## config.mk

```make
export PLATFORM = sky130hd
export DESIGN_NAME = mygo_chan_byte_packer
export DESIGN_NICKNAME = d
export VERILOG_FILES = /design/src/rtl/mygo_chan_pkg.sv /design/src/rtl/mygo_byte_shreg.sv /design/src/rtl/mygo_chan_byte_packer.sv
export SDC_FILE = /design/constraint.sdc
export NUM_CORES = 1
export LEC_CHECK = 0
export ABC_CLOCK_PERIOD_IN_PS = 1500
export CORE_MARGIN = 4
export CORE_UTILIZATION = 46
export DETAILED_ROUTE_END_ITERATION = 8
export GPL_TIMING_DRIVEN = 0
export PLACE_DENSITY = 0.79
export SLEW_MARGIN = 30
export SYNTH_ARGS = -nofsm -noshare
export SYNTH_HDL_FRONTEND = slang
export SYNTH_SLANG_ARGS = --single-unit
```

## constraint.sdc

```tcl
create_clock -name clk -period 1.5 [get_ports clk]
set_input_delay 0.3 -clock clk [delete_from_list [all_inputs] [get_ports clk]]
set_output_delay 0.3 -clock clk [all_outputs]
set_load 0.02 [all_outputs]
```

## src/rtl/mygo_chan_pkg.sv

```systemverilog
// Shared types for the channel byte packer: FSM states, word geometry and
// byte-lane mapping.
package mygo_chan_pkg;

    typedef enum logic [2:0] {
        S_INIT = 3'd0,
        S_RECV = 3'd1,
        S_SEND = 3'd2,
        S_DONE = 3'd3,
        S_HALT = 3'd4
    } state_e;

    localparam int BYTES_PER_WORD = 4;

    // Arrival order idx maps to lane idx (little-endian) or 3-idx (big-endian).
    function automatic logic [1:0] lane_of(input logic [1:0] idx, input logic lsb_first);
        return lsb_first ? idx : (2'd3 - idx);
    endfunction

endpackage

```

## src/rtl/mygo_byte_shreg.sv

```systemverilog
// Four-lane byte assembly register; merged_o shows the word as it would look
// with the incoming byte already written, so the top can capture it same-cycle.
module mygo_byte_shreg
    import mygo_chan_pkg::*;
(
    input  logic                          clk,
    input  logic                          rst,
    input  logic                          clr_i,
    input  logic                          wr_i,
    input  logic [1:0]                    lane_i,
    input  logic [7:0]                    byte_i,
    output logic [8*BYTES_PER_WORD-1:0]   merged_o
);

    logic [BYTES_PER_WORD-1:0][7:0] lanes_q, lanes_d, merged;

    always_comb begin
        merged         = lanes_q;
        merged[lane_i] = byte_i;
    end

    always_comb begin
        lanes_d = lanes_q;
        if (clr_i)
            lanes_d = '0;
        else if (wr_i)
            lanes_d = merged;
    end

    always_ff @(posedge clk) begin
        if (!rst)
            lanes_q <= '0;
        else
            lanes_q <= lanes_d;
    end

    assign merged_o = merged;

endmodule

```

## src/rtl/mygo_chan_byte_packer.sv

```systemverilog
// Reads bytes from an 8-bit channel, packs groups of four into 32-bit words,
// emits NUM_WORDS words and then a single done token before halting.
module mygo_chan_byte_packer
    import mygo_chan_pkg::*;
#(
    parameter int   NUM_WORDS = 4,
    parameter bit   LSB_FIRST = 1'b1,
    localparam int  CW        = (NUM_WORDS > 0) ? $clog2(NUM_WORDS + 1) : 1
) (
    input  logic          clk,
    input  logic          rst,
    input  logic [7:0]    chan_in_rdata,
    input  logic          chan_in_rvalid,
    output logic          chan_in_rready,
    output logic [31:0]   chan_out_wdata,
    output logic          chan_out_wvalid,
    input  logic          chan_out_wready,
    output logic          chan_done_wdata,
    output logic          chan_done_wvalid,
    input  logic          chan_done_wready,
    output logic [CW-1:0] word_count
);

    localparam logic [CW-1:0] NW = CW'(NUM_WORDS);

    state_e          state_q, state_d;
    logic [1:0]      byte_idx_q, byte_idx_d;
    logic [31:0]     wdata_q, wdata_d;
    logic [CW-1:0]   count_q, count_d, count_inc;
    logic [31:0]     merged;
    logic            in_xfer, last_byte, out_xfer, done_xfer;

    assign in_xfer   = chan_in_rvalid && chan_in_rready;
    assign last_byte = in_xfer && (byte_idx_q == 2'd3);
    assign out_xfer  = chan_out_wvalid && chan_out_wready;
    assign done_xfer = chan_done_wvalid && chan_done_wready;
    assign count_inc = count_q + 1'b1;

    mygo_byte_shreg u_shreg (
        .clk      (clk),
        .rst      (rst),
        .clr_i    (last_byte),
        .wr_i     (in_xfer),
        .lane_i   (lane_of(byte_idx_q, LSB_FIRST)),
        .byte_i   (chan_in_rdata),
        .merged_o (merged)
    );

    always_ff @(posedge clk) begin
        if (!rst)
            state_q <= S_INIT;
        else
            state_q <= state_d;
    end

    always_comb begin
        state_d = state_q;
        case (state_q)
            S_INIT: state_d = (NUM_WORDS > 0) ? S_RECV : S_DONE;
            S_RECV: if (last_byte) state_d = S_SEND;
            S_SEND: if (out_xfer)  state_d = (count_inc == NW) ? S_DONE : S_RECV;
            S_DONE: if (done_xfer) state_d = S_HALT;
            S_HALT: state_d = S_HALT;
            default: state_d = S_HALT;
        endcase
    end

    // Handshake outputs decode the state only; receive and send never overlap.
    always_comb begin
        chan_in_rready   = 1'b0;
        chan_out_wvalid  = 1'b0;
        chan_done_wvalid = 1'b0;
        chan_done_wdata  = 1'b0;
        case (state_q)
            S_RECV: chan_in_rready = 1'b1;
            S_SEND: chan_out_wvalid = 1'b1;
            S_DONE: begin
                chan_done_wvalid = 1'b1;
                chan_done_wdata  = 1'b1;
            end
            default: ;
        endcase
    end

    always_comb begin
        byte_idx_d = in_xfer ? byte_idx_q + 2'd1 : byte_idx_q;
        wdata_d    = last_byte ? merged : wdata_q;
        count_d    = (out_xfer && count_q != NW) ? count_inc : count_q;
    end

    always_ff @(posedge clk) begin
        if (!rst) begin
            byte_idx_q <= '0;
            wdata_q    <= '0;
            count_q    <= '0;
        end else begin
            byte_idx_q <= byte_idx_d;
            wdata_q    <= wdata_d;
            count_q    <= count_d;
        end
    end

    assign chan_out_wdata = wdata_q;
    assign word_count     = count_q;

endmodule

```

==> results of run 1 <==
==> area by class of cell <==
class                      count  area share
tap                           75     0.02542
inverter                       5    0.005085
buffer                        24     0.04339
clock buffer                  12     0.04475
timing repair buffer          54      0.1298
clock inverter                 4     0.02034
sequential                    64      0.3508
multi-input combinational    200      0.3803
==> sequential cells by signal, indices dropped and copies added, names as in the netlist <==
| name | flops |
|---|---|
| state_q | 3 |
| chan_out_wdata | 32 |
| byte_idx_q | 2 |
| word_count | 3 |
| u_shreg.lanes_q | 24 |
==> metrics by stage <==
stage	hold WS, ns	area (µm²)	instances	total power [W]	util
6_report	0.2447	3691	438	0.003946	0.6271
5_1_grt	0.2718	3691	438	0.004063	0.6271
4_1_cts	0.2484	3638	437	0.003925	0.6182
3_5_place_dp	0.4512	3372	418	0.002180	0.5729
3_3_place_gp	0.4431	3372	418	0.002175	0.5729
2_1_floorplan	0.4353	2778	293	0.002044	-
==> worst min-delay path, stage by stage <==
cell and delay [ns]:
clkbuf_1 0.11, nand2_1 0.08, mux2i_1 0.06
==> power groups by stage <==
stage	combinational, W	sequential, W	clock [W]
finish	0.000438	0.00176	0.00175
global route	0.000472	0.00176	0.00183
CTS	0.000418	0.00176	0.00175
floorplan	0.000253	0.00179	0
detailed placement	0.000386	0.00179	0
global placement	0.000383	0.00179	0
==> per-layer routing <==
| layer | wire length (µm) | vias to the layer above |
|---|---|---|
| li1 | - | 1181 |
| met1 | 3104 | 1154 |
| met2 | 3449 | 91 |
| met3 | 480 | 23 |
| met4 | 297 | 0 |
| met5 | 0 | - |
==> layout by cell type (no fill, tap or decap), drive strengths merged, types with 3 or more instances in the layout <==
cell,instances
buf,23
nand2,53
nand4,5
clkdlybuf4s50,11
clkbuf,21
nand3,24
nor3b,3
o22ai,23
inv,5
and2,3
o211a,24
ha,7
dlygate4sd2,35
dfxtp,64
o21a,3
o21ai,6
mux2i,31
nor2b,6
==> repair_timing <==
action / CTS / global route
gates resized for setup: 73 / 19
endpoints found under the hold margin: 0 / 0
pin swaps: 0 / 0
endpoints found under the setup margin: 79 / 43
setup buffers: 3 / 1
==> cells by family (layout without fill, tap and decap cells) <==
logic type               Yosys count  in the layout
AND/OR/NAND/NOR                  101            101
flip-flops                        64             64
AO/OA/AOI/OAI                     60             60
multiplexers                      31             31
buffers and inverters             29             99
adder cells (fa/ha/maj)            7              7
XOR/XNOR                           1              1
==> worst max path at each step <==
| stage | cells after the start | end | from |
|---|---|---|---|
| after floorplan | 6 | chan_out_wdata[19] | byte_idx_q[1] |
| after global placement | 3 | chan_in_rready | state_q[0] |
| after detailed placement | 3 | chan_in_rready | state_q[0] |
| after CTS | 3 | chan_in_rready | state_q[0] |
| after global routing | 3 | chan_in_rready | state_q[0] |
| final | 3 | chan_in_rready | state_q[0] |
==> reports/summary.md, run 1 <==
Across the whole layout, storage elements account for 0.001295 mm². The XOR/XNOR share of the synthesized area works out to 0.003153. After the first detailed-routing iteration, the DRC count stood at 226. On the worst path, the slowest cell contributes a delay of 0.38 ns. Total vias in the final route: 2449.

Final critical path time including I/O delays and setup: 1.535 ns. Global-route wire length before repair: 11.98 mm. Endpoint of the most critical register-to-register path: u_shreg.lanes_q[9].

The final setup slack of the worst path is -0.03514 ns. In this run the mean area of a mapped cell was 9.480 µm². The sink count of the clock tree is 64.

The detailed-route DRC error count is 0, and the total power divided by cell area is 1069 mW/mm². For the combined area of the multi-input logic cells, the log shows 0.001404 mm². Summed over all failing endpoints, the final setup total negative slack is -0.03514 ns. The critical path is of the reg2out type.

The tools report the share of the yosys chip area belonging to registers as 0.4613. Counting instances in the post-synthesis netlist gives the leading cell types as 64 x dfxtp_1, 53 x nand2_1, 31 x mux2i_1. Clock-pin slew was measured on the worst setup and hold paths at 0.07 ns.

The wire-length estimate of the detail-placed layout is 5.111 mm. Kind of start point of the critical path: a flip-flop. For the pin with the worst max-slew slack, the measured transition is 0.5153 ns. The leakage power figure was 1.836 nW; the number of buffers and inverters on the critical path was 2. Share of layout cells above drive strength 1: 0.1653.

Across the routed clock network, the largest skew measured is 0.009541 ns. The clock buffer count from CTS is 9, and the final cycle utilization of the critical path is 1.023. Pin placement for this block handled 52 I/O pins. The run gives 0.3362 as the global-route met2 utilization. CTS built an H-tree with a depth of 3. For the insertion delay to the later sink of the worst-skew pair, the log shows 0.35 ns. Counting flops and latches in the post-synthesis netlist gives 64.

The number of nets handed over by synthesis was 313. The initial antenna violation count came out at 0. The floorplan row count was 28. Synthesis handed over a netlist of 293 instances. The complex-gate fraction of the synthesized area was 0.1658; the net switching share of the total power was 0.2421. For this design the total switching power over the nets is 0.0009554 W. The proportion of netlist area held by the largest area contributor is 0.4613, and the number of cells traversed by the worst hold path is 3. Summed over all layers, the global routing overflow is 0. The average via count per standard cell is 5.591, and the cell area after synthesis is 0.002778 mm².

The logs give 0 for the hold violation count in the final report and 0.111 for the portion of total power attributed to combinational logic. Walking the worst path, the cells encountered are nor3b_4, buf_6, buf_6. Endpoint arrival time on the critical path: 1.24 ns. The path with the worst hold slack has its endpoint at word_count[0]. The run gives 0.446 as the sequential cell fraction of total power. Derived from the worst setup path, the maximum achievable clock frequency is 651.4 MHz.

By area, the combinational part of the netlist is dominated by simple AND/OR/NAND/NOR gates. No sink is reached through more buffers than the 2 on the longest clock path. After detailed routing, the average wire length per cell comes to 16.74 µm. The tools report the relative slew slack as 0.6565. Data on the critical path is required at its endpoint by 1.20 ns.

After detailed routing, the total wire length is 7.331 mm. Setup repair after global routing could not meet its margin everywhere. Among all flip-flop cells after synthesis, the most frequent one is dfxtp_1. The number of antenna diodes in the final layout is 0.

Among all cell types in the netlist, the one instantiated most often is dfxtp_1. The mux contribution to synthesized area works out to 0.1117. The hold buffer count at CTS came out at 0.

Number of max-slew violations in the final report: 0. Once detail routing completed, the nets flagged for antenna violations numbered 0. In the final design database the tool counted 378 nets.

The type of destination of the critical path was a primary output. VDD sags by at most 0.0007218 V. The tools report the number of global-route vias before repair as 2473. The global-route track usage on met3 came out at 0.03746. By instance count, the cell type seen most on the critical path is buf_6. By area the synthesized netlist is led by dfxtp_1 46%, mux2i_1 11%, o211a_1 8.6%. met2 is the most crowded layer. For the number of detailed-routing iterations run before antenna repair, the log shows 5.

The total area inside the core boundary comes to 0.005886 mm². The pin count of the biggest net entering global routing was 12. The critical-path maximum fanout works out to 7. During synthesis, Yosys emitted a total of 0 warnings. The quantity of I/O buffers inserted on ports is 50, and the clock share of power is 0.443. The flow ran to the end, but the final reports show violations.

For the routing usage on met1, the log shows 0.2578. Measured along the y axis, the die boundary spans 85.71 µm. The total die area came out at 0.007345 mm².

The initial core utilization is 0.4719. Counting flops with a built-in enable in the synthesized netlist gives 0. Slowest stage cell on the critical path: dfxtp_4. The tree is rooted in a clkbuf_8.

The count of cells along the worst register-to-register path came out at 5. Among cell families on the critical path, the largest total delay comes from flip-flops. The flop-to-flop setup slack was 0.04 ns. The startpoint of the lowest-slack register-to-register path was state_q[2]. The async set-or-reset flop fraction in the synthesized netlist is 0. The worst hold path begins at rst. Number of failing setup endpoints in the final timing report: 1. At the placement stage, the worst setup path has a slack of -0.5351 ns. The floorplan step set the die width to 85.71 µm. The simple-gate portion of the synthesized area was 0.1761. For the combined global-route utilization of all metal layers, the log shows 0.2102. The min-delay analysis places its worst path in the category in2reg.

Internal power: 0.002991 W. The area overhead of the layout relative to synthesis works out to 32.88%. The routability congestion estimate from global placement is 0.8985. The final reports fail on negative setup slack. The post-synthesis adder-cell area fraction works out to 0.03153. Across the run, the number of max-cap violations was 0. In this run, distinct cell masters in the synthesized netlist total 28. The cell type contributing the most total cell area after synthesis was dfxtp_1. The filler cells instantiated in the layout total 494.

TritonCTS built the clock tree.
Power figures use the tool's default switching activity.
==> inputs of run 2 (changes only) <==
- CAP_MARGIN: default -> 20
- GPL_TIMING_DRIVEN: 0 -> default
- TNS_END_PERCENT: default -> 5
==> run 2 against run 1 <==
Net effect: register-to-register slack better by 0.03 ns; first-iteration DRC count is 49% lower; largest cell class unchanged; the run now ends clean; clock skew hardly changed; utilization is 0.064 points higher; critical path type is now reg2reg.
==> reports/summary.md, run 2 (synthesis results as in run 1) <==
The number of global-route vias before repair was 2348; the maximum vdd drop was 0.0006113 V. The final critical path time including I/O delays and setup was 1.431 ns. The final cycle utilization of the critical path works out to 0.9538. The most frequent standard cell in the layout excluding fill and tap cells is dfxtp_1.

After the flow finishes, the layout carries non-filler instances totaling 436. The setup path with the least slack is of type reg2reg. For the worst-skew pair, the clock arrives at the later sink with an insertion delay of 0.34 ns.

The clock slew seen by the registers of the worst setup and hold paths is 0.07 ns, and the y dimension of the die is 85.71 µm. The tools report the master cell of the clock root buffer as clkbuf_8. The initialized floorplan defines 28 standard-cell rows.

In the final design database the tool counted 376 nets. STA classifies the critical path startpoint as a flip-flop. For the pin with the worst max-slew slack, the measured transition is 0.3421 ns. From left edge to right edge, the die measures 85.71 µm. Post-CTS timing repair inserted 0 buffers for setup. The total congestion overflow came out at 0. The worst hold path belongs to the class in2reg. The detailed router finished its first iteration with 115 violations. In the layout the commonest cells are 64 x dfxtp_1, 52 x nand2_1, 35 x dlygate4sd2_1.

The placed wire-length estimate after detailed placement is 4.919 mm, and the clock buffer count from CTS is 9. Setup violations remaining at the end of the flow were counted as 0. TritonCTS built the clock tree. The routed wire length was 6.888 mm. The floorplan step defined a die boundary enclosing 0.007345 mm². The worst setup path is captured at a flip-flop. For the worst setup path, the data arrival time is 1.70 ns. Highest achievable clock rate: 698.9 MHz. The tree built by TritonCTS fans out to 64 sinks. The run finished with clean final reports. The tools report the number of max-slew violations in the final report as 0. 52 I/O pins were placed. The initial core utilization was 0.4719; the average via count per standard cell was 5.537. Entering global routing, the biggest net connects 30 pins. Count of placed standard cells including taps: 420. The routability congestion estimate from global placement was 0.8635; the area overhead of the layout relative to synthesis was 33.02%. The region available for standard cell placement spans 0.005886 mm².

The logs give 0.1972 for the combined global-route utilization of all metal layers and 0 for the hold violation count in the final report. The run gives 3 as the number of H-tree levels. The critical path required time is 1.77 ns, and the maximum count of clock buffers along a single path is 2. After filler insertion, the fill cell instance count of the layout stands at 498. The detailed-route DRC error count is 0. The post-detailed-route count of antenna-violating nets was 0; the quantity of I/O buffers inserted on ports was 51. For the initial antenna violation count, the log shows 0. The logs give 0.7720 for the relative slew slack and 0 ns for the final sum of negative setup slack.

In this run the static leakage power is 1.867 nW. The final antenna diode count is 0. Number of detailed-routing iterations run before antenna repair: 4. The register with the most flip-flops in the layout has 32 of them. The total power divided by cell area was 1051 mW/mm².

Across the run, the number of max-cap violations was 0. The critical-path maximum fanout works out to 7. The total vias in the final route was 2414. The share of layout cells above drive strength 1 works out to 0.1551. The global-route wire length before repair is 11.34 mm. Setup repair after global routing could not meet its margin everywhere.

The worst clock skew on the final layout is 0.009713 ns. In the final routed layout, each cell accounts on average for 15.80 µm.
==> run 2: worst paths after layout <==
kind,depth (start not counted),start,slack (ns),endpoint
setup / recovery,5,state_q[2],0.07,u_shreg.lanes_q[3]
hold / removal,2,rst,0.39,byte_idx_q[1]
setup reg to reg,5,state_q[2],0.07,u_shreg.lanes_q[3]
hold reg to reg,2,chan_out_wdata[31],0.46,chan_out_wdata[31]
==> run 2: final cells by class <==
cell class | count | area (µm²) | share of cell area
Timing Repair Buffer | 76 | 689.4 | 0.1866
Multi-Input combinational cell | 200 | 1381 | 0.3739
Clock buffer | 10 | 137.6 | 0.03725
Tap cell | 75 | 93.84 | 0.02540
Sequential cell | 64 | 1281 | 0.3468
Clock inverter | 6 | 92.59 | 0.02506
Inverter | 5 | 18.77 | 0.005080
==> run 2: critical path, stage by stage, from the launching register on <==
cell      delay (ns)
dfxtp_1         0.34
buf_4           0.14
and4bb_4        0.40
buf_4           0.17
nand2_1         0.12
o22ai_1         0.20
==> run 2: power breakdown <==
group | total (W) | switching (W) | internal [W]
sequential | 0.00175 | 0.0000212 | 0.00173
clock | 0.00169 | 0.000700 | 0.000986
combinational | 0.000445 | 0.000242 | 0.000203
==> run 2: per-layer routing <==
metal	track usage	vias up	routed length (µm)
met5	0	-	0
met4	0.08633	0	172
met3	0.05283	12	356
met2	0.3220	76	3324
met1	0.2443	1148	3034
li1	-	1178	-
==> run 2: per-stage QoR <==
stage               cell area (µm²)  hold slack (ns)    util  total power (W)  setup WS (ns)
finish                         3695           0.3921  0.6278         0.003882        0.06926
global placement               3493           0.4450  0.5935         0.002220        -0.1664
global route                   3695           0.3919  0.6278         0.004030       -0.03656
CTS                            3667           0.3744  0.6231         0.003890       -0.05104
detailed placement             3493           0.4569  0.5935         0.002226        -0.2150
floorplan                      2778           0.4353       -         0.002044        0.07015
==> run 2: what timing repair did <==
item	CTS	global route
hold buffers	0	0
gates resized for setup	46	15
pin swaps	0	2
setup endpoints to repair	39	54
